==> config.mk <==
export PLATFORM = sky130hd
export DESIGN_NAME = p405s_icu_vb_ctl
export DESIGN_NICKNAME = d
export VERILOG_FILES = /design/src/rtl/p405s_icu_vb_ctl.sv
export SDC_FILE = /design/constraint.sdc
export NUM_CORES = 1
export LEC_CHECK = 0
export ABC_AREA = 1
export BUFFER_PORTS_ARGS = -buffer_cell sky130_fd_sc_hd__buf_2
export CAP_MARGIN = 40
export CORE_ASPECT_RATIO = 1.2
export CORE_UTILIZATION = 40
export CTS_BUF_LIST = sky130_fd_sc_hd__clkbuf_16
export DETAILED_ROUTE_END_ITERATION = 16
export GPL_ROUTABILITY_DRIVEN = 1
export SYNTH_ARGS = -nofsm -noshare
export SYNTH_HDL_FRONTEND = slang
export SYNTH_SLANG_ARGS = --single-unit
==> constraint.sdc <==
create_clock -name CB -period 3.4 [get_ports CB]
set_input_delay 0.51 -clock CB [delete_from_list [all_inputs] [get_ports CB]]
set_output_delay 0.51 -clock CB [all_outputs]
set_load 0.01 [all_outputs]
==> src/rtl/p405s_icu_vb_ctl.sv <==
// Instruction-cache valid-bit controller: two 32-entry valid vectors (one per way),
// single-bit update and two-cycle flash-invalidate, with a write-forwarded lookup port.
module p405s_icu_vb_ctl (
  input  logic        CB,
  input  logic        resetCore,
  input  logic        vbReq,
  input  logic        vbReqBit,
  input  logic        vbReqWay,
  input  logic [4:8]  vbReqIndex,
  input  logic        vbFlashReq,
  output logic        vbAck,
  output logic        vbBusy,
  output logic [0:31] feedbackVb,
  output logic        newVbBit,
  output logic [4:8]  vbWrIndex,
  output logic        wrFlash,
  input  logic [0:31] newVb,
  input  logic [4:8]  lkupIndex,
  output logic [0:1]  lkupVb
);

  typedef enum logic [1:0] {
    IDLE   = 2'd0,
    WRITE  = 2'd1,
    FLASH0 = 2'd2,
    FLASH1 = 2'd3
  } state_t;

  state_t      state_r;
  state_t      state_nxt_s;

  // Control outputs are registered from the next-state decode so they are glitch-free.
  logic        ack_r,   ack_nxt_s;
  logic        busy_r,  busy_nxt_s;
  logic        bit_r,   bit_nxt_s;
  logic        flash_r, flash_nxt_s;
  logic        sel_r,   sel_nxt_s;
  logic [4:0]  idx_r,   idx_nxt_s;

  logic [0:31] arr0_r, arr1_r;
  logic [0:31] arr0_nxt_s, arr1_nxt_s;
  logic        load0_s, load1_s;
  logic [0:1]  lkup_r;

  function automatic logic [0:1] lookup_bits(input logic [0:31] a0,
                                             input logic [0:31] a1,
                                             input logic [4:0]  idx);
    lookup_bits = {a0[idx], a1[idx]};
  endfunction

  // State register.
  always_ff @(posedge CB or posedge resetCore) begin
    if (resetCore) begin
      state_r <= IDLE;
    end else begin
      state_r <= state_nxt_s;
    end
  end

  // Next-state decode; flash wins over a simultaneous update request.
  always_comb begin
    state_nxt_s = state_r;
    ack_nxt_s   = 1'b0;
    busy_nxt_s  = 1'b0;
    bit_nxt_s   = 1'b0;
    flash_nxt_s = 1'b0;
    sel_nxt_s   = 1'b0;
    idx_nxt_s   = 5'd0;
    case (state_r)
      IDLE: begin
        if (vbFlashReq) begin
          state_nxt_s = FLASH0;
          busy_nxt_s  = 1'b1;
          flash_nxt_s = 1'b1;
        end else if (vbReq) begin
          state_nxt_s = WRITE;
          busy_nxt_s  = 1'b1;
          ack_nxt_s   = 1'b1;
          bit_nxt_s   = vbReqBit;
          sel_nxt_s   = vbReqWay;
          idx_nxt_s   = vbReqIndex;
        end else begin
          state_nxt_s = IDLE;
        end
      end
      WRITE: begin
        state_nxt_s = IDLE;
      end
      FLASH0: begin
        state_nxt_s = FLASH1;
        busy_nxt_s  = 1'b1;
        flash_nxt_s = 1'b1;
        sel_nxt_s   = 1'b1;
        ack_nxt_s   = 1'b1;
      end
      FLASH1: begin
        state_nxt_s = IDLE;
      end
      default: begin
        state_nxt_s = IDLE;
      end
    endcase
  end

  // Registered control outputs; sel_r doubles as the latched target way.
  always_ff @(posedge CB or posedge resetCore) begin
    if (resetCore) begin
      ack_r   <= 1'b0;
      busy_r  <= 1'b0;
      bit_r   <= 1'b0;
      flash_r <= 1'b0;
      sel_r   <= 1'b0;
      idx_r   <= 5'd0;
    end else begin
      ack_r   <= ack_nxt_s;
      busy_r  <= busy_nxt_s;
      bit_r   <= bit_nxt_s;
      flash_r <= flash_nxt_s;
      sel_r   <= sel_nxt_s;
      idx_r   <= idx_nxt_s;
    end
  end

  // Which way absorbs the generator result this cycle.
  always_comb begin
    load0_s = 1'b0;
    load1_s = 1'b0;
    case (state_r)
      WRITE: begin
        if (sel_r) begin
          load1_s = 1'b1;
        end else begin
          load0_s = 1'b1;
        end
      end
      FLASH0: load0_s = 1'b1;
      FLASH1: load1_s = 1'b1;
      IDLE:   load0_s = 1'b0;
      default: begin
        load0_s = 1'b0;
        load1_s = 1'b0;
      end
    endcase
  end

  // Post-update array values, shared by the array registers and the lookup forward.
  always_comb begin
    if (load0_s) begin
      arr0_nxt_s = newVb;
    end else begin
      arr0_nxt_s = arr0_r;
    end
    if (load1_s) begin
      arr1_nxt_s = newVb;
    end else begin
      arr1_nxt_s = arr1_r;
    end
  end

  // Valid-bit arrays and the registered lookup result.
  always_ff @(posedge CB or posedge resetCore) begin
    if (resetCore) begin
      arr0_r <= 32'h0000_0000;
      arr1_r <= 32'h0000_0000;
      lkup_r <= 2'b00;
    end else begin
      arr0_r <= arr0_nxt_s;
      arr1_r <= arr1_nxt_s;
      lkup_r <= lookup_bits(arr0_nxt_s, arr1_nxt_s, lkupIndex);
    end
  end

  assign feedbackVb = sel_r ? arr1_r : arr0_r;
  assign vbAck      = ack_r;
  assign vbBusy     = busy_r;
  assign newVbBit   = bit_r;
  assign vbWrIndex  = idx_r;
  assign wrFlash    = flash_r;
  assign lkupVb     = lkup_r;

endmodule

==> summary.txt <==
Outcome
  • Status: completed

Floorplanning
  • Die Height: around 110 um
  • Die footprint: ~11000 um2
  • Initial Util: 41.3%
  • Row count: 40
  • Die W: about 95 um
  • Core area: between 10000 and 15000 um2
  • Ports: 91

Setup path
  • Required time worst endpoint: between 3 and 4 ns
  • Crit end category: flop
  • Crit path kind: flop to flop
  • Slowest-stage cell, CP: dfrtp_1
  • CP Launch Type: flop
  • CP Cell Sequence: inv_1 > ha_1 > nand2_2 > nand2_4 > nand2_4 > nand2_1 > nand3_1 > nand3_1 > nand3_1 > nand3_1 > nand2_1 > nand2_1 > nand2_1
  • Data arrival, critical path: 2.59 ns
  • Delay-heaviest family, CP: simple AND/OR/NAND/NOR gates
  • CP max stage delay: 0.40 ns
  • R2R cell count: 13
  • Buf/Inv on CP: 1
  • CP Max Fanout: 33
  • Critical path depth: 13
  • R2R setup slack: between 1 and 1.5 ns

Logic synthesis
  • Synth warn: 0
  • Yosys reg bits: 78
  • Unique masters post-synth: 21
  • Syn Inst Count: between 500 and 600
  • Synthesized Nets: around 600
  • Syn_area_per_cell: 7.58 um2
  • Sequential area share after synthesis: a little under half
  • Syn Std Cell Area: approximately 4200 um2
  • Prevailing post-synth register cell: dfrtp_1
  • Async S/R FF share, synth: 100%
  • Post-synth EDFFs: 0

Timing
  • Worst-Margin Slew: 0.731 ns
  • Final setup viols: 0
  • Final slew viol count: 0
  • Final Hold Fails: 0
  • Setup TNS: 0 ns
  • Min Hold Slack: between 0.2 and 0.3 ns
  • Relative slew slack: 51.2%
  • RSZ-0062 raised after global routing: false
  • Final Skew: 0.00322 ns
  • Crit share post-route: between 60% and 70%
  • Post-route setup slack: ~1.1 ns
  • Fmax: around 0.43 GHz
  • Post-layout minimum cycle time: 2.35 ns

Clock tree
  • Post-CTS setup buffers: 0
  • Max Root-Sink Buffers: 2
  • Clock latency at the later pin of the worst-skew pair: between 0.3 and 0.4 ns
  • Resized cells post-CTS: 0
  • TritonCTS Sinks: between 70 and 80
  • CTS buffer count: 9
  • Root Driver: clkbuf_16
  • Hold_buf cts: 0
  • Worst-path clk slew: 0.06 ns
  • CTS tree: done
  • H-tree depth: 3

Cells and area
  • Most common cell after layout, fill and taps aside: nand2_1
  • Share of layout cells above drive strength 1: 20.3%
  • Commonest non-fill, non-tap cells in the layout: nand2_1, nand3_1, buf_2
  • Nets@finish: approximately 680
  • Area Growth Syn to Fin: 19.1%
  • Ant. Diodes: 0

Power and ir drop
  • Lkg Pwr: around 2.7 nW
  • VDD IR max: 360 uV
  • Tot Pwr: 5.29 mW
  • PD cells: about 1100 nW/um2

Placed design
  • Place WS: about 1.0 ns
  • Final HPWL DP: approximately 8300 um
  • Routability cong.: slightly above 0.8
  • PortBufs: 90

Global routing
  • Vias in the first global route: 3999
  • Largest net degree at the start of global routing: 48
  • Total gr overflow: 0
  • First-pass GRT wire length: around 20000 um
  • Initial antenna violation count: 0
  • GRT Resource Usage Total: between 20% and 30%

Drt
  • DRC viols: 0
  • Antenna violation net count after detailed routing: 0
  • Vias/cell: roughly 5.4
  • Total number of vias: a little over 4000
  • Final WL: approximately 13000 um
  • Starting DRT DRC Count: about 290
  • DRT Pass-1 Iters: 5
  • Routed len/inst: 16.6 um

Job
  • Max_cap viols: 0

Min path
  • Hold Crit Class: input port to asynchronous set/reset pin
-- logic make-up (layout without fill, tap and decap cells) --
kind of cell / count (synthesis) / in the layout / share of synthesized area, %
and+or+nand+nor: 382 / 382 / 40.3
AOI/OAI and AO/OA: 30 / 30 / 4.73
adders and majority gates: 4 / 4 / 1.20
DFF: 78 / 78 / 46.7
buffers and inverters: 57 / 135 / 7.07
-- final cells by class --
class                           instances  area, um2
Tap cell                              126        158
Inverter                               22       82.6
Fill cell                            1033       5130
Clock inverter                          7        113
Clock buffer                            9        225
Sequential cell                        78       1950
Multi-Input combinational cell        416       1930
Timing Repair Buffer                   97        515
-- path summary, 6_finish.rpt --
check	startpoint	endpoint
setup / recovery	state_r[1]$_DFF_PP0_	lkupVb[0]$_DFF_PP0_
hold / removal	resetCore	arr1_r[19]$_DFF_PP0_
setup reg to reg	state_r[1]$_DFF_PP0_	lkupVb[0]$_DFF_PP0_
hold reg to reg	arr0_r[2]$_DFF_PP0_	arr0_r[2]$_DFF_PP0_
max in group asynchronous	resetCore	arr0_r[28]$_DFF_PP0_
min in group CB	vbReqBit	newVbBit$_DFF_PP0_
-- sequential cells by signal, indices dropped and copies added (netlist names) --
| name | cells |
|---|---|
| arr0_r | 32 |
| arr1_r | 32 |
| lkupVb | 2 |
| newVbBit | 1 |
| sel_r | 1 |
| state_r | 2 |
| vbAck | 1 |
| vbBusy | 1 |
| vbWrIndex | 5 |
| wrFlash | 1 |
-- metrics by stage --
step	cell area (um2)	cells	utilization, %
global placement	4640	739	45.9
global route	4980	755	49.2
CTS	4980	755	49.2
floorplan	4180	551	-
finish	4980	755	49.2
detailed placement	4640	739	45.9
-- synth_stat cells, types with 2 or more instances --
master	n	area (um2)
nand2_2	7	43.8
nand2_1	217	815
buf_6	7	78.8
o21ai_1	4	20.0
ha_1	4	50.1
nand3_1	146	731
clkbuf_1	13	48.8
nor2_1	7	26.3
inv_1	20	75.1
nand2_8	2	40.0
o211ai_1	15	113
o21ai_0	9	45.0
nand2_4	2	22.5
buf_4	4	30.0
dfrtp_1	78	1950
buf_2	11	55.1
-- metal layers --
metal	up-vias	track usage (%)	wire [um]	share of wire, %
met1	1918	31.6	5430	43
li1	1961	-	-	-
met4	0	10.4	247	2.0
met3	17	4.40	811	6.5
met2	168	40.4	6040	48
met5	-	0	0	0
-- where the power goes --
group / switching, mW / internal [mW]
Combinational: 1.73 / 0.855
Sequential: 0.214 / 1.36
Clock: 0.406 / 0.713
Power figures use the tool's default switching activity.
